===== config.mk =====
export PLATFORM = sky130hd
export DESIGN_NAME = handshake_constant_burst
export DESIGN_NICKNAME = d
export VERILOG_FILES = /design/src/rtl/handshake_constant_burst.sv
export SDC_FILE = /design/constraint.sdc
export NUM_CORES = 1
export LEC_CHECK = 0
export ABC_AREA = 1
export CORE_MARGIN = 3
export CORE_UTILIZATION = 35
export CTS_CLUSTER_SIZE = 14
export DETAILED_ROUTE_END_ITERATION = 12
export PLACE_DENSITY_LB_ADDON = 0.05
export SYNTH_ARGS = -nofsm -noshare
export SYNTH_HDL_FRONTEND = slang
export SYNTH_SLANG_ARGS = --single-unit
export TNS_END_PERCENT = 1

===== constraint.sdc =====
create_clock -name clk -period 1.9 [get_ports clk]
set_input_delay 0.19 -clock clk [delete_from_list [all_inputs] [get_ports clk]]
set_output_delay 0.19 -clock clk [all_outputs]
set_load 0.01 [all_outputs]

===== src/rtl/handshake_constant_burst.sv =====
// Control-token triggered burst source: each accepted token yields REPEAT registered
// output tokens, either a repeated constant (MODE 0) or an arithmetic ramp (MODE 1).
module handshake_constant_burst #(
    parameter int unsigned                  DATA_WIDTH = 32,
    parameter logic [DATA_WIDTH-1:0]        VALUE      = '0,
    parameter int unsigned                  REPEAT     = 1,
    parameter int unsigned                  MODE       = 0,
    parameter logic [DATA_WIDTH-1:0]        STRIDE     = DATA_WIDTH'(1)
) (
    input  logic                  clk,
    input  logic                  rst,
    input  logic                  ctrl_valid,
    output logic                  ctrl_ready,
    output logic [DATA_WIDTH-1:0] outs,
    output logic                  outs_valid,
    output logic                  outs_last,
    input  logic                  outs_ready
);

    localparam int unsigned CNT_W = (REPEAT > 1) ? $clog2(REPEAT) : 1;
    localparam logic [CNT_W-1:0] CNT_LAST = CNT_W'(REPEAT - 1);
    localparam logic LAST_AT_START = (REPEAT == 1);

    // Reject illegal configurations at elaboration time.
    if (REPEAT == 0) begin : g_bad_repeat
        $error("handshake_constant_burst: REPEAT must be >= 1");
    end
    if (MODE > 1) begin : g_bad_mode
        $error("handshake_constant_burst: MODE must be 0 or 1");
    end

    typedef enum logic [0:0] {
        IDLE = 1'b0,
        EMIT = 1'b1
    } state_t;

    state_t                  state, state_nxt;
    logic [CNT_W-1:0]        cnt, cnt_nxt, cnt_inc;
    logic [DATA_WIDTH-1:0]   outs_nxt;
    logic                    valid_nxt;
    logic                    last_nxt;
    logic                    xfer;
    logic                    accept;

    // Only combinational path: a new token may enter on the beat the last one leaves.
    assign ctrl_ready = rst & ((state == IDLE) | (outs_valid & outs_ready & outs_last));
    assign xfer       = outs_valid & outs_ready;
    assign accept     = ctrl_valid & ctrl_ready;
    assign cnt_inc    = cnt + CNT_W'(1);

    always_ff @(posedge clk or negedge rst) begin
        if (!rst) begin
            state      <= IDLE;
            cnt        <= '0;
            outs       <= '0;
            outs_valid <= 1'b0;
            outs_last  <= 1'b0;
        end else begin
            state      <= state_nxt;
            cnt        <= cnt_nxt;
            outs       <= outs_nxt;
            outs_valid <= valid_nxt;
            outs_last  <= last_nxt;
        end
    end

    always_comb begin
        state_nxt = state;
        cnt_nxt   = cnt;
        outs_nxt  = outs;
        valid_nxt = outs_valid;
        last_nxt  = outs_last;

        unique case (state)
            IDLE: begin
                if (accept) begin
                    state_nxt = EMIT;
                    cnt_nxt   = '0;
                    outs_nxt  = VALUE;
                    valid_nxt = 1'b1;
                    last_nxt  = LAST_AT_START;
                end
            end
            EMIT: begin
                // Stalled beats fall through and hold every output register.
                if (xfer) begin
                    if (outs_last) begin
                        if (accept) begin
                            cnt_nxt  = '0;
                            outs_nxt = VALUE;
                            last_nxt = LAST_AT_START;
                        end else begin
                            state_nxt = IDLE;
                            valid_nxt = 1'b0;
                            last_nxt  = 1'b0;
                        end
                    end else begin
                        cnt_nxt  = cnt_inc;
                        outs_nxt = (MODE == 1) ? outs + STRIDE : VALUE;
                        last_nxt = (cnt_inc == CNT_LAST);
                    end
                end
            end
            default: begin
                state_nxt = IDLE;
                valid_nxt = 1'b0;
                last_nxt  = 1'b0;
            end
        endcase
    end

endmodule

==> flow_summary.toml, run 1 <==
[die]
initial_utilization = 0.382
core_um2 = 3520
die_w_um = 68.0
design.portCount = 39
die_h_um = 68.0
floorplan.die_area_um2 = 4620
placementRows = 21

[power]
p_switching_w = 0.000245
power.switching_fraction = 0.186
power_frac_seq = 0.583
p_per_area_nw_per_um2 = 707
vdd.ir_drop.worst_uv = 454
power.share.clock = 0.398
total_power_w = 0.00132
intPower_w = 0.00107
power_leakage_nw = 0.875
p_comb_frac = 0.020

[cts]
cts_inserted_buffers = 5
cts-hold-fix-buffers = 1
postCtsSetupRepairBufs = 0
cts-htree-levels = 2
post_cts_resized = 0
cts.reportedPaths.clkPinSlew_ns = 0.06
clk_latency_ns = 0.27
cts_tree = "built"
clock_sinks = 36
clk_path_buf_depth = 2
clk_root_buffer_cell = "clkbuf_8"

[critical_path]
crit_path_frequent_cell = "nand2_2"
worst_path_max_delay_cell = "clkdlybuf4s50_1"
critical_path_required_ns = 1.71
critical_path_arrival_ns = 1.57
critPathMaxStageDelay_ns = 0.55
critical_path_class = "flip-flop to primary output"
cp_max_fo = 6
worstPathCellList = "inv_2, nand2_2, nand2_2, nor2_1, clkdlybuf4s50_1"
type_of_element_capturing_the_critical_path = "primary output"
setup.worst_path.start_class = "flip-flop"

[final_layout]
num_antenna_cells = 0
commonest_cells_after_routing_fill_and_taps_aside = "clkdlybuf4s50_1 (37), dfrtp_1 (36), a21boi_1 (23)"
drive_gt1_frac = 0.166
final_nets = 148
most_common_library_cell_in_the_layout_ignoring_fill_and_taps = "clkdlybuf4s50_1"
area_growth_syn_to_layout_pct = 38.4

[sta]
rsz_0062_raised_after_global_routing = "no"
max_freq_mhz = 567
worst_slew_pin_slew_ns = 0.387
timing_max_transition_violations_final = 0
final.period_utilization = 0.928
hold_ws_ns = 0.430
totalNegativeSetupSlack_ns = 0
period_minus_slack_ns = 1.76
finalHoldViolations = 0
report.final.setup_viol = 0
fin_worst_skew_ns = 0.00384
timing.slew.headroom = 0.742

[global_routing]
grt_pass1_wl_um = 4370
antenna_violations_before_repair = 0
grt_start_max_net_pins = 34
globalRouteOverflowTotal = 0
gr-usage-all-layers = 0.126
grt_pass1_vias = 915

[yosys]
yosys_warns = 0
synth_area_um2 = 1340
main_combinational_cell_family_by_area_after_synthesis = "compound AO/OA/AOI/OAI gates"
post_synth_fa_ha_maj_area_fraction = 0
ranking_of_synthesized_cells_by_area = "dfrtp_1 (67%), a21boi_1 (13%), a21boi_2 (5.0%)"
ys_types = 18
post_synth_and_or_nand_nor_area_fraction = 0.0736
postSynthAreaPerCell_um2 = 13.4
synth-compound-area-share = 0.199
synth_top_cell_area_share = 0.670
synthXorXnorAreaFrac = 0.00652
synth.net_count = 104
synth.ff_latch_count = 36
ys_seq_area_frac = 0.670
post_synth_mux_area_share = 0
yosys.area.top_type = "dfrtp_1"
postSynthCellCount = 100

[detailed_routing]
drtAntennaViolNets = 0
detailroute.via_count = 859
drt_first_pass_iters = 4
routed_wirelength_um = 2540
post_drt_via_cell_ratio = 4.50
drc_violations_left = 0
wire_per_inst_um = 13.3
drt_iter0_markers = 45

[placement]
gpl.final_weighted_congestion = 0.793
port_buffers = 38
detailedPlacementHpwl_um = 1710

[worst_hold_path]
worstHoldPathType = "input pin to async pin"

[outcome]
result_of_the_run = "completed"

[flow_run]
cap_violations = 0
[worst paths after layout]
| kind | start | endpoint | slack (ns) | depth (start not counted) |
|---|---|---|---|---|
| setup / recovery | outs_last | ctrl_ready | 0.14 | 5 |
| hold / removal | rst | outs[16] | 0.43 | 3 |
| setup reg to reg | outs_last | outs[22] | 0.49 | 5 |
| hold reg to reg | outs_valid | outs_valid | 0.50 | 2 |
| max in group asynchronous | rst | outs[22] | 1.24 | 3 |
| min in group clk | outs_valid | outs_valid | 0.50 | 2 |
[cell usage after synthesis]
library cell  instances
dfrtp_1              36
a21boi_1             23
a21boi_2              6
nand2_1               6
nor2_1                5
a21boi_0              3
buf_6                 3
inv_1                 3
nand2_2               3
nand3_1               3
buf_2                 2
a21oi_1               1
clkbuf_1              1
clkinv_2              1
inv_2                 1
nand2_4               1
nand4_2               1
xnor2_1               1
[through the flow]
stage          utilization  setup WS [ns]  std cells  cell area [um2]
4_1_cts              0.528          0.120        191             1860
2_1_floorplan            -          0.705        100             1340
6_report             0.528          0.136        191             1860
3_5_place_dp         0.500          0.142        182             1760
3_3_place_gp         0.500          0.160        182             1760
5_1_grt              0.528         0.0117        191             1860
[area by class of cell]
class                   count  area, um2
repair buffers             43        415
well taps                  46       57.6
clock buffers               8       90.1
multi-input cells          53        375
fillers                   325       1660
inverters                   5       20.0
flip-flops and latches     36        901
[critical path, delay by kind of cell (launching register included)]
family / cells / cell delay, ns
and+or+nand+nor: 3 / 0.27
buffers and inverters: 2 / 0.60
DFF: 1 / 0.44
[logic make-up (layout without fill, tap and decap cells)]
kind of cell / Yosys count / count (layout)
AND/OR/NAND/NOR: 19 / 19
XOR/XNOR: 1 / 1
buffers and inverters: 11 / 56
AO/OA/AOI/OAI: 33 / 33
flip-flops: 36 / 36
[registers in the layout, indices dropped and copies added (netlist names)]
| name | flops |
|---|---|
| state | 1 |
| cnt | 1 |
| outs_valid | 1 |
| outs_last | 1 |
| outs | 32 |
[power groups by stage]
stage               combinational [W]  sequential [W]  clock (W)
global placement            0.0000252        0.000781          0
global route                0.0000301        0.000765   0.000585
finish                      0.0000259        0.000767   0.000523
CTS                         0.0000275        0.000766   0.000548
detailed placement          0.0000260        0.000781          0
floorplan                 0.000000414        0.000781          0
[metal layers]
| layer | vias up | global-route usage | wire length [um] |
|---|---|---|---|
| met1 | 416 | 0.162 | 1240 |
| met2 | 21 | 0.202 | 1170 |
| met4 | 0 | 0.0521 | 19 |
| met3 | 2 | 0.0296 | 118 |
| met5 | - | 0 | 0 |
| li1 | 420 | - | - |
Note: power is estimated with default switching activity, not from simulation.
==> run 2, diff against run 1 <==
--- a/config.mk
+++ b/config.mk
@@ -6,6 +6,7 @@
 export NUM_CORES = 1
 export LEC_CHECK = 0
 export ABC_AREA = 1
+export CAP_MARGIN = 10
 export CORE_MARGIN = 3
 export CORE_UTILIZATION = 35
 export CTS_CLUSTER_SIZE = 14
==> results of run 2 <==
Same layout as run 1: the final DEF is identical, and so are final timing and power.
